### src/rtl/noc_flit_sink.sv
// noc_flit_sink: ejection-side flit receiver for the spidergon NoC.
// Reassembles HEAD/BODY/TAIL and single-flit HEADER packets into a
// descriptor (source, length, payload checksum) and flags protocol errors.
// Optional: define NOC_SINK_STATS_EN to add stat_pkts / stat_errs counters.
module noc_flit_sink #(
  parameter int unsigned NUM_OF_NODES    = 8,
  parameter int unsigned FLIT_DATA_WIDTH = 16,
  parameter int unsigned MAX_PKT_FLITS   = 8,
  localparam int unsigned SRC_W            = $clog2(NUM_OF_NODES),
  localparam int unsigned FLIT_TOTAL_WIDTH = FLIT_DATA_WIDTH + 2,
  localparam int unsigned LEN_W            = $clog2(MAX_PKT_FLITS + 1)
) (
  input  logic                        clk,
  input  logic                        reset,
  input  logic [FLIT_TOTAL_WIDTH-1:0] flit_in,
  input  logic                        flit_valid,
  output logic                        flit_ready,
  output logic                        pkt_valid,
  input  logic                        pkt_ready,
  output logic [SRC_W-1:0]            pkt_src,
  output logic [LEN_W-1:0]            pkt_len,
  output logic [FLIT_DATA_WIDTH-1:0]  pkt_sum,
  output logic                        err_orphan,
  output logic                        err_trunc,
  output logic                        err_overflow
`ifdef NOC_SINK_STATS_EN
  ,
  output logic [31:0]                 stat_pkts,
  output logic [15:0]                 stat_errs
`endif
);

  typedef enum logic {IDLE, PAYLOAD} state_t;
  typedef enum logic [1:0] {
    FT_TAIL   = 2'b00,
    FT_HEAD   = 2'b01,
    FT_BODY   = 2'b10,
    FT_HEADER = 2'b11
  } flit_type_t;

  state_t                     state;
  logic [SRC_W-1:0]           cur_src;
  logic [LEN_W-1:0]           cur_len;
  logic [FLIT_DATA_WIDTH-1:0] cur_sum;

  flit_type_t                 ftype;
  logic [FLIT_DATA_WIDTH-1:0] payload;
  logic                       accept;
  logic [LEN_W-1:0]           len_inc;
  logic [FLIT_DATA_WIDTH-1:0] sum_inc;

  assign ftype      = flit_type_t'(flit_in[FLIT_TOTAL_WIDTH-1 -: 2]);
  assign payload    = flit_in[FLIT_DATA_WIDTH-1:0];
  // The descriptor register can take a new packet only when empty or draining.
  assign flit_ready = reset & (~pkt_valid | pkt_ready);
  assign accept     = flit_valid & flit_ready;
  assign len_inc    = cur_len + LEN_W'(1);
  assign sum_inc    = cur_sum + payload;

  // Packet reassembly FSM, descriptor register and error pulses.
  always_ff @(posedge clk) begin
    if (!reset) begin
      state        <= IDLE;
      cur_src      <= '0;
      cur_len      <= '0;
      cur_sum      <= '0;
      pkt_valid    <= 1'b0;
      pkt_src      <= '0;
      pkt_len      <= '0;
      pkt_sum      <= '0;
      err_orphan   <= 1'b0;
      err_trunc    <= 1'b0;
      err_overflow <= 1'b0;
    end else begin
      err_orphan   <= 1'b0;
      err_trunc    <= 1'b0;
      err_overflow <= 1'b0;
      if (pkt_valid && pkt_ready) pkt_valid <= 1'b0;
      // Completions only happen on accepted flits, and acceptance implies the
      // descriptor is empty or consumed, so a completion here may overwrite it.
      if (accept) begin
        case (ftype)
          FT_HEADER: begin
            if (state == PAYLOAD) err_trunc <= 1'b1;
            pkt_valid <= 1'b1;
            pkt_src   <= payload[SRC_W-1:0];
            pkt_len   <= LEN_W'(1);
            pkt_sum   <= '0;
            cur_len   <= '0;
            cur_sum   <= '0;
            state     <= IDLE;
          end
          FT_HEAD: begin
            if (state == PAYLOAD) err_trunc <= 1'b1;
            cur_src <= payload[SRC_W-1:0];
            cur_len <= LEN_W'(1);
            cur_sum <= '0;
            state   <= PAYLOAD;
          end
          FT_BODY: begin
            if (state == IDLE) begin
              err_orphan <= 1'b1;
            end else if (len_inc == LEN_W'(MAX_PKT_FLITS)) begin
              // A BODY filling the last slot leaves no room for the TAIL.
              err_overflow <= 1'b1;
              cur_len      <= '0;
              cur_sum      <= '0;
              state        <= IDLE;
            end else begin
              cur_len <= len_inc;
              cur_sum <= sum_inc;
            end
          end
          default: begin
            if (state == IDLE) begin
              err_orphan <= 1'b1;
            end else begin
              pkt_valid <= 1'b1;
              pkt_src   <= cur_src;
              pkt_len   <= len_inc;
              pkt_sum   <= sum_inc;
              cur_len   <= '0;
              cur_sum   <= '0;
              state     <= IDLE;
            end
          end
        endcase
      end
    end
  end

`ifdef NOC_SINK_STATS_EN
  // Saturating counters of consumed descriptors and error pulses; at most one
  // error pulse is raised per cycle, so a single increment suffices.
  always_ff @(posedge clk) begin
    if (!reset) begin
      stat_pkts <= '0;
      stat_errs <= '0;
    end else begin
      if (pkt_valid && pkt_ready && (stat_pkts != '1))
        stat_pkts <= stat_pkts + 32'd1;
      if ((err_orphan || err_trunc || err_overflow) && (stat_errs != '1))
        stat_errs <= stat_errs + 16'd1;
    end
  end
`endif

endmodule

### config.mk
export PLATFORM = sky130hd
export DESIGN_NAME = noc_flit_sink
export DESIGN_NICKNAME = d
export VERILOG_FILES = /design/src/rtl/noc_flit_sink.sv
export SDC_FILE = /design/constraint.sdc
export NUM_CORES = 1
export LEC_CHECK = 0
export ABC_AREA = 1
export CORE_MARGIN = 2
export CORE_UTILIZATION = 45
export CTS_CLUSTER_SIZE = 14
export DETAILED_ROUTE_END_ITERATION = 6
export GPL_TIMING_DRIVEN = 0
export PLACE_DENSITY = 0.69
export SLEW_MARGIN = 15
export SYNTH_ARGS = -nofsm -noshare
export SYNTH_HDL_FRONTEND = slang
export SYNTH_SLANG_ARGS = --single-unit
### constraint.sdc
create_clock -name clk -period 1.9 [get_ports clk]
set_clock_uncertainty 0.1 [all_clocks]
set_input_delay 0.38 -clock clk [delete_from_list [all_inputs] [get_ports clk]]
set_output_delay 0.38 -clock clk [all_outputs]
set_load 0.02 [all_outputs]
## Word level (Yosys, flattened, before mapping)

Cells that the tools add are included.

| storage, ports and cells | value |
|---|---|
| flip-flop bits (word level) | 51 |
| bits of input ports | 22 |
| word-level logic and storage cells | 62 |

| cells by class | value |
|---|---|
| add/sub/neg operators | 2 |
| equality and inequality tests | 5 |
| multiplexer cells | 24 |
| bitwise gates (word level) | 7 |
| reductions and logical operators | 13 |

Operator list:

| cell | number |
|---|---|
| $mux 16 | 4 |
| $pmux 16 s2 | 2 |
| $add 16x16->16 | 1 |
| $mux 4 | 4 |
| $pmux 4 s3 | 1 |
| $reduce_and 3->1 | 4 |
| $mux 1 | 8 |
| $pmux 4 s2 | 1 |
| $pmux 3 s2 | 1 |
| $add 4x1->4 const B | 1 |
| $eq 2x2->1 const B | 2 |
| $eq 4x4->1 const B | 1 |
| $not 1->1 | 4 |
| $pmux 1 s2 | 2 |
| $reduce_and 4->1 | 1 |
| $reduce_bool 2->1 | 2 |
| $reduce_or 2->1 | 2 |
| $reduce_or 4->1 | 1 |
| $mux 3 | 1 |
| $reduce_bool 3->1 | 1 |
| $and 1x1->1 | 2 |
| $eq 2x1->1 const B | 1 |
| $ne 2x2->1 const B | 1 |
| $reduce_and 2->1 | 1 |
| other kinds (2) | 2 |

## Logic depth before layout (Yosys ltp)

| depth | value |
|---|---|
| depth after elaboration | 6 |
| gate-level depth with buffers | 12 |

## Worst setup path after synthesis

Ideal clock, no wire load.

| path | value |
|---|---|
| path kind | input port to flip-flop |
| from | in flit_in[0] |
| to | reg cur_sum[12] |
| library setup time | 132 ps |
| arrival time | 1540 ps |
| slack | 127 ps |
| stages on the path | 11 |
| buffers on the path | 0 |
| cell sequence | ha_1 -> inv_1 -> fa_1 -> inv_1 -> nand3_1 -> nand3_1 -> nand3_1 -> nand3_1 -> nand2_1 -> nand3_1 -> a21oi_1 |

| on the way | value |
|---|---|
| longest elaborated chain between the ends | 4 |

RTL lines:

| item | line | source |
|---|---|---|
| start, declared | 15 | `input logic [FLIT_TOTAL_WIDTH-1:0] flit_in,` |
| $add 16x16->16 | 58 | `assign sum_inc = cur_sum + payload;` |
| $mux 16 | 103 | `end else if (len_inc == LEN_W'(MAX_PKT_FLITS)) begin` |
| $mux 16 | 101 | `if (state == IDLE) begin` |
| $pmux 16 s2 | 82 | `case (ftype)` |
| end signal, assigned | 111 | `cur_sum <= sum_inc;` |
| end, declared | 44 | `logic [FLIT_DATA_WIDTH-1:0] cur_sum;` |

No other way between the ends. The select of a mux whose other input is x is not followed.
A chain may end at the register's enable or synchronous reset.

## Worst setup path in the final report

| path | value |
|---|---|
| from | in flit_in[5] |
| to | reg pkt_sum[13] |

| on the way | value |
|---|---|
| longest elaborated chain between the ends | 3 |

RTL lines:

| item | line | source |
|---|---|---|
| $add 16x16->16 | 58 |  |
| $mux 16 | 115 | `if (state == IDLE) begin` |
| $pmux 16 s2 | 82 |  |
| end signal, assigned | 121 | `pkt_sum <= sum_inc;` |
| end, declared | 22 | `output logic [FLIT_DATA_WIDTH-1:0] pkt_sum,` |

No other way between the ends. The select of a mux whose other input is x is not followed.

==> impl_results.md <==
- Htree depth: 2
- Post-Syn Area per Cell: approximately 6.9 µm²
- Setup ws final: ~46 ps
- Setup-failing EPs final: 0
- Synth warn: 0
- PD cells: 544 nW/µm²
- Tot GR Track Use: 21.6%
- Hold Path Class: flop to flop
- Clock buffer depth: 2
- Final nets: 537
- Layout cell share with drive strength beyond 1: 15.2%
- Post-layout minimum cycle time: 1850 ps
- Post-synthesis register bit count: between 50 and 60
- RSZ-0062 raised after global routing: yes
- Critical path depth in cells: 11
- Placed insts: 558
- First-pass GRT wire length: 12700 µm
- Clock Sinks: 51
- FMAX: 0.539 GHz
- Core area: 6390 µm²
- CP max stage cell: clkdlybuf4s50_1
- Row cnt: 29
- Die Span Y: 85.4 µm
- Sequential area share after synthesis: about a third
- Crit share post-route: a little over nine tenths
- Vias in the first global route: 2772
- Io pins: 50
- Rel. slew slack: a little under three fifths
- Slew @ Worst Pin: between 600 and 700 ps
- Power, Total: 2150 µW
- Arrival time of the worst setup path: 1950 ps
- Root Driver: clkbuf_8
- Post-layout util: 61.9%
- Via count: roughly 2.9k
- CP startpoint kind: input port
- Peak VDD IR: between 0.3 and 0.4 mV
- Final WL: a little under 8000 µm
- Syn_nets: 475
- Placed cell areas: roughly 3600 µm²
- Initial antenna violation count: 0
- Fillers: between 500 and 600
- Final hold violations: 0
- Distinct cells, synth: 32
- Maxcap violations: 0
- Critical Path Most Common Cell: nand2_1
- Status: finished, final reports clean
- Worst Setup Path Type: input port to flop
- Routability cong.: 0.868
- Worst-path fanout max: 4
- Antenna cells: 0
- WL per Instance: 13.6 µm
- Die width: about 85 µm
- Worst slack, placed: -661 ps
- CTS tree: built
- R2r worst-path depth: 12
- Synthesized instance count: 432
- Die area: 7290 µm²
- Critical path endpoint category: flop
- Largest net degree at the start of global routing: 19
- Commonest non-fill, non-tap cell in the layout: nand2_1
- Fin. max-slew vios: 0
- Non-filler cells, final: 572
- Crit path cell chain: clkdlybuf4s50_1 -> ha_4 -> nand2_1 -> inv_1 -> nand2_1 -> nor3_1 -> nand2_1 -> nand2_1 -> nand2_1 -> nand3_1 -> a21oi_1
- Vias per Instance: 5.10
- CP bufs+invs: 2
- Most frequent cells in the layout: 144 x nand2_1, 50 x dfxtp_1, 49 x inv_1
- Synthesis-to-layout area growth: 32.5%
- Hold_buf cts: 0
- Clk_lat worst skew: between 300 and 400 ps
- GRT overflow: 0
- DP Wirelength: 5600 µm
- Worst path max stage delay: 470 ps
- CTS buffer count: 5
- Initial Util: 46.7%
- Clk slew on worst S/H paths: 110 ps
- Post-Syn Area: roughly 3000 µm²
- Drt drc: 0
- Detail Route Antenna Nets: 0
- Leakage power: approximately 0.0017 µW
- WP data required: 2000 ps
- CP delay by family, top: simple AND/OR/NAND/NOR gates
- DRT iter0 DRCs: 144
- Design Area, Final: 3950 µm²
- IO Port Bufs: 49
- Drt first pass iters: 5
- WHS Path Cells: 2
==> metrics by stage <==
stage / setup TNS [ps] / hold slack [ps]
floorplan: 0 / 347
global placement: -21460 / 352
detailed placement: -22490 / 356
CTS: 0 / 377
global route: -428 / 394
finish: 0 / 371
==> kinds of logic (layout without fill, tap and decap cells) <==
| group | after synthesis | in the layout | synth area share (%) |
|---|---|---|---|
| flip-flops | 51 | 51 | 34.2 |
| AND/OR/NAND/NOR | 215 | 215 | 31.7 |
| buffers and inverters | 69 | 132 | 10.1 |
| adder cells (fa/ha/maj) | 21 | 21 | 9.06 |
| XOR/XNOR | 9 | 9 | 2.64 |
| AO/OA/AOI/OAI | 67 | 67 | 12.3 |
==> metal layers <==
layer	global-route usage (%)	part of all wire (%)	vias to the layer above
li1	-	-	1492
met4	5.48	1.2	0
met3	3.99	5.1	9
met2	36.4	47	78
met5	0	0	-
met1	28.4	46	1340
==> area by class of cell <==
type / instances / area, µm² / area share, %
Tap cell: 77 / 96.3 / 2.44
Sequential cell: 51 / 1020 / 25.9
Inverter: 57 / 219 / 5.54
Buffer: 12 / 114 / 2.88
Multi-Input combinational cell: 312 / 1840 / 46.6
Timing Repair Buffer: 55 / 561 / 14.2
Clock buffer: 5 / 68.8 / 1.74
Clock inverter: 3 / 28.8 / 0.728
==> tightest hold or removal path: stages, from the launching register on <==
cell and delay, ps:
dfxtp_1 330, nand2_1 60, a21oi_1 50
==> final timing paths <==
| kind | startpoint | to | slack [ps] |
|---|---|---|---|
| min reg2reg | pkt_sum[13] | pkt_sum[13] | 370 |
| max | flit_in[5] | pkt_sum[13] | 50 |
| min | pkt_sum[13] | pkt_sum[13] | 370 |
| max reg2reg | cur_sum[0] | pkt_sum[8] | 110 |
==> state kept, by name, summed over array words and instances (netlist names) <==
signal        flops
cur_src           3
cur_sum          16
err_orphan        1
cur_len           4
pkt_sum          16
pkt_len           4
pkt_src           3
state             1
pkt_valid         1
err_overflow      1
err_trunc         1
==> repair_timing <==
action                     CTS  global route
hold endpoints to repair     0             0
gates resized for setup     20            31
pin swaps                    3             1
setup buffers                6             0
setup endpoints to repair   38            38
==> cells in the mapped netlist <==
cell type,n,area share (%)
nor2_1,19,2.4
dfxtp_1,51,34
a31oi_1,3,0.63
o21ai_1,1,0.17
nor4_1,1,0.21
ha_1,20,8.4
nor2_4,2,0.76
clkbuf_1,4,0.50
nand2_4,3,1.1
fa_1,1,0.67
buf_1,1,0.13
nand2_2,1,0.21
inv_2,3,0.38
buf_4,4,1.0
o211a_1,1,0.34
nand3_1,27,4.5
nand2_1,148,19
inv_4,2,0.42
nand4_1,3,0.63
inv_1,52,6.5
a21oi_1,45,7.6
o211ai_1,1,0.25
nor2_8,2,1.3
or2_2,1,0.21
a21oi_2,5,1.5
nand3b_1,3,0.76
nor2_2,1,0.21
buf_6,3,1.1
xnor2_1,4,1.2
o21ai_0,11,1.8
xor2_1,5,1.5
nor3_1,4,0.67
==> power by group <==
group / switching (µW) / total [µW] / leakage [µW] / internal, µW
combinational: 199 / 353 / 0.00127 / 154
clock: 422 / 697 / 0.0000502 / 274
sequential: 11.8 / 1100 / 0.000413 / 1090
No activity file was read; power rests on OpenSTA's default activity.
==> RTL change 1, RTL diff (config.mk and constraints unchanged) <==
Set the parameter `MAX_PKT_FLITS` to 4 (it was 8).
--- a/src/rtl/noc_flit_sink.sv
+++ b/src/rtl/noc_flit_sink.sv
@@ -5,7 +5,7 @@
 module noc_flit_sink #(
   parameter int unsigned NUM_OF_NODES    = 8,
   parameter int unsigned FLIT_DATA_WIDTH = 16,
-  parameter int unsigned MAX_PKT_FLITS   = 8,
+  parameter int unsigned MAX_PKT_FLITS   = 4,
   localparam int unsigned SRC_W            = $clog2(NUM_OF_NODES),
   localparam int unsigned FLIT_TOTAL_WIDTH = FLIT_DATA_WIDTH + 2,
   localparam int unsigned LEN_W            = $clog2(MAX_PKT_FLITS + 1)
Interface: changed (resized pkt_len); port bits go from 50 to 49. No check against the original RTL was run, so the function may have changed too.
==> RTL change 1 against the original RTL <==
  * Sequential cell count shrank 2
  * First-iteration DRC count shrank 2.1%
  * Global-route usage grew 0.39 points
  * Design area grew 3.6%
  * Area after synthesis shrank 3.7%
  * Via count shrank 0.24%
  * Power grew 13%
  * Core utilization grew 3.3 points
  * Wire length grew 2.0%
  * Worst setup slack gained 30 ps
  * Synthesized cell count shrank 3.5%
  * Critical endpoint is now cur_sum[8]
  * Largest cell class unchanged
  * Highest routed layer unchanged
==> RTL change 1: results (changes against the original RTL) <==
- Count of unique library cells instantiated by Yosys: 36 (was 32)
- The layout net count came to 534 (was 537).
- Via Count: 2912 (was 2919)
- The met1 wire length is 3540 microns (was 3600 microns).
* Placed Cells incl. Taps: 542 (was 558)
* Met2 wire length: 3910 microns (was 3670 microns)
- The number of detailed-routing iterations run before antenna repair was 4 (was 5).
* Share of the yosys chip area belonging to registers: 34.2% (about the same)
- Delay of the slowest critical-path stage: 360 ps (was 470 ps)
* Fraction of final layout cells with drive strength greater than 1: 21.0% (was 15.2%)
- Maximum net fanout on the critical path: 3 (was 4)
* Worst vdd ir: 0.413 mV (was 0.357 mV)
- The type of the setup path with the least slack is flip-flop to flip-flop (was input pin to flip-flop).
- The endpoint arrival time on the critical path is 1890 ps (was 1950 ps).
- The number of nets produced by synthesis was 462 (was 475).
- Half-perimeter wire length of the detailed placement result: 5370 microns (was 5600 microns)
- The filler cell count was 568 (was 589).
* Worst reg2reg path depth: 10 (was 12)
* Run status: finished clean (unchanged)
- Fraction of post-synthesis cell area in the top cell type by area: 34.2% (about the same)
- DRT iter0 DRCs: 141 (was 144)
- The final estimated routing congestion in global placement is 0.856 (was 0.868).
- The cell area reported after detailed placement was 3450 sq um (was 3570 sq um).
- Worst min path class: input pin to flip-flop (was flip-flop to flip-flop)
- Setup slack of the critical path after layout: 76.3 ps (was 46.0 ps)
- Slowest library cell on the worst path: sky130_fd_sc_hd__dfxtp_2 (was sky130_fd_sc_hd__clkdlybuf4s50_1)
- DR WL met3: 331 microns (was 393 microns)
==> RTL change 1: cell types whose count changed in the layout (fill, tap and decap cells not counted), sizes merged, moves of 3 or more <==
| cell | before | now |
|---|---|---|
| nand3 | 27 | 33 |
| inv | 58 | 55 |
| nand2 | 152 | 139 |
| buf | 14 | 21 |
| nor2 | 24 | 18 |
| o21ai | 12 | 9 |
| clkbuf | 10 | 14 |
| or2 | 1 | 5 |
| clkdlybuf4s50 | 42 | 34 |
==> RTL change 1: cells by family after synthesis <==
logic type                 Yosys count  share of synthesized area, %
xor gates and xnor gates             5                          1.53
adders and majority gates           23                          10.3
DFF                                 49                          34.2
and+or+nand+nor                    206                          31.6
AOI/OAI and AO/OA                   67                          12.6
buffers and inverters               67                          9.80
==> RTL change 1: worst min path at each step <==
stage          slack, ps         end  cells after the start       start
6_report             270   pkt_valid                      4   pkt_ready
3_3_place_gp         350  cur_src[0]                      2  cur_src[0]
2_1_floorplan        340  err_orphan                      1       state
4_1_cts              370  pkt_sum[0]                      2  pkt_sum[0]
3_5_place_dp         350  cur_src[2]                      2  cur_src[2]
5_1_grt              280  pkt_src[0]                      3  flit_in[0]
==> RTL change 1: repair_timing <==
item	CTS	global route
gates resized for setup	38	51
pin swaps	4	18
setup buffers	7	8
setup endpoints to repair	42	34
gates cloned	2	0
==> RTL change 1: final cells by class <==
cell class              instances  area [sq um]  area share [%]
well taps                      77          96.3            2.35
plain buffers                  11          85.1            2.08
multi-input cells             301          1930            47.1
repair buffers                 65           646            15.8
clock inverters                 3          68.8            1.68
clock buffers                   5          68.8            1.68
flip-flops and latches         49           982            24.0
inverters                      56           216            5.29
==> RTL change 1: power by group through the flow <==
stage | clock [mW] | combinational (mW) | sequential (mW)
4_1_cts | 0.937 | 0.386 | 1.07
3_3_place_gp | 0 | 0.348 | 1.09
2_1_floorplan | 0 | 0.200 | 1.11
5_1_grt | 0.986 | 0.479 | 1.07
3_5_place_dp | 0 | 0.352 | 1.09
6_report | 0.919 | 0.437 | 1.07
==> RTL change 1: worst register-to-register path: stages (launching register included) <==
cell,delay [ps]
sky130_fd_sc_hd__dfxtp_2,360
sky130_fd_sc_hd__ha_4,130
sky130_fd_sc_hd__inv_1,40
sky130_fd_sc_hd__fa_2,350
sky130_fd_sc_hd__inv_2,70
sky130_fd_sc_hd__nand3_1,70
sky130_fd_sc_hd__nand3_2,110
sky130_fd_sc_hd__a21oi_2,90
sky130_fd_sc_hd__or2_4,250
sky130_fd_sc_hd__nand3_2,60
sky130_fd_sc_hd__a21oi_1,60
==> RTL change 1: routing by layer <==
layer,global-route usage [%],vias up
met5,0,-
met4,5.72,0
met3,3.76,15
met2,37.7,76
met1,28.6,1338
li1,-,1483
==> RTL change 2, RTL diff (same settings) <==
Without the edit above. Add a define of `NOC_SINK_STATS_EN`.
--- a/src/rtl/noc_flit_sink.sv
+++ b/src/rtl/noc_flit_sink.sv
@@ -2,6 +2,8 @@
 // Reassembles HEAD/BODY/TAIL and single-flit HEADER packets into a
 // descriptor (source, length, payload checksum) and flags protocol errors.
 // Optional: define NOC_SINK_STATS_EN to add stat_pkts / stat_errs counters.
+`define NOC_SINK_STATS_EN
+
 module noc_flit_sink #(
   parameter int unsigned NUM_OF_NODES    = 8,
   parameter int unsigned FLIT_DATA_WIDTH = 16,
Function (old outputs only; new: stat_errs and stat_pkts): kept (Yosys induction, for registers that start in step).
==> RTL change 2 against the original RTL <==
  * Worst setup slack got worse by 34 ps
  * Sequential share of layout area increased by 0.31 points
  * Design area rose by 95%
  * Sequential cell count rose by 48
  * Largest cell class unchanged
  * Power is 110% higher
  * Critical path type unchanged
  * Area after synthesis is 94% higher
  * Wire length grew 100%
  * Die area grew 89%
==> RTL change 2: results (changes against the original RTL) <==
- Main area contributors after synthesis: sky130_fd_sc_hd__dfxtp_1 34%, sky130_fd_sc_hd__nand2_1 20%, sky130_fd_sc_hd__a21oi_1 8.3% (was sky130_fd_sc_hd__dfxtp_1 34%, sky130_fd_sc_hd__nand2_1 19%, sky130_fd_sc_hd__ha_1 8.4%).
- The portion of the layout cell area used by clock cells came to 4.24% (was 2.47%).
- Total clock sinks: 99 (was 51)
- Via Count: 5932 (was 2919)
- Run status: finished clean (unchanged).
- The cell area reported after detailed placement was 6960 sq um (was 3570 sq um).
- The largest net degree at the start of global routing came to 18 (was 19).
- Most common library cells after synthesis: 310 x sky130_fd_sc_hd__nand2_1, 99 x sky130_fd_sc_hd__dfxtp_1, 96 x sky130_fd_sc_hd__a21oi_1 (was 148 x sky130_fd_sc_hd__nand2_1, 52 x sky130_fd_sc_hd__inv_1, 51 x sky130_fd_sc_hd__dfxtp_1)
- Total clock buffers created by CTS: 9 (was 5)
* Relative contribution of sequential cells to total power: 46.6% (was 51.2%)
- The cell count after placement is 1162 (was 558).
* Worst vdd ir: 0.354 mV (was 0.357 mV)
- The met1 wire length was 7190 microns (was 3600 microns).
- The fmax came to 0.530 GHz (was 0.539 GHz).
- Vias in the first global route: 5400 (was 2772)
- The fraction of met1 tracks used by global routing is 29.6% (was 28.4%).
- Layout buffering overhead excluding clock cells: 16.0% (was 17.1%)
- The worst min-delay path class was input pin to flip-flop (was flip-flop to flip-flop).
- Utilization of the core after routing: 61.2% (was 61.9%)
* Repair and plain buffers: 130 (was 67)
* Worst reg2reg path depth: 7 (was 12)
- Delay of the slowest critical-path stage: 520 ps (was 470 ps)
- Area growth from synthesis to layout: 33.0% (was 32.5%)
- Number of I/O port buffers: 96 (was 49)
- DR WL met3: 638 microns (was 393 microns)
- Clk Tree Root Cell: sky130_fd_sc_hd__clkbuf_16 (was sky130_fd_sc_hd__clkbuf_8)
- The origin of the critical flop-to-flop path is cur_sum[2] (was cur_sum[0]).
- Synthesized netlist net count: 939 (was 475)
* Arrival @ worst endpoint: 2000 ps (was 1950 ps)
- The part of the power in the clock network is 44.9% (was 32.4%).
- The endpoint of the most critical register-to-register path is pkt_sum[7] (was pkt_sum[8]).
RTL change 2: cell count changes after synthesis, moves of 5 or more:
cell                       change
sky130_fd_sc_hd__nand3_1      +28
sky130_fd_sc_hd__o21ai_0       +6
sky130_fd_sc_hd__nor2_1       +74
sky130_fd_sc_hd__buf_2         +5
sky130_fd_sc_hd__clkbuf_1      +6
sky130_fd_sc_hd__a21oi_2       -5
sky130_fd_sc_hd__nand4_1       +6
sky130_fd_sc_hd__nor3_1       +14
sky130_fd_sc_hd__dfxtp_1      +48
sky130_fd_sc_hd__a21oi_1      +51
sky130_fd_sc_hd__nand2_1     +162
sky130_fd_sc_hd__xor2_1       +16
sky130_fd_sc_hd__inv_1        +36
RTL change 2: cell families after synthesis:
logic type	synth area share (%)
flops	34.3
xor+xnor	4.09
simple gates	37.3
compound gates	10.8
fa+ha+maj	5.10
buf+inv	8.46
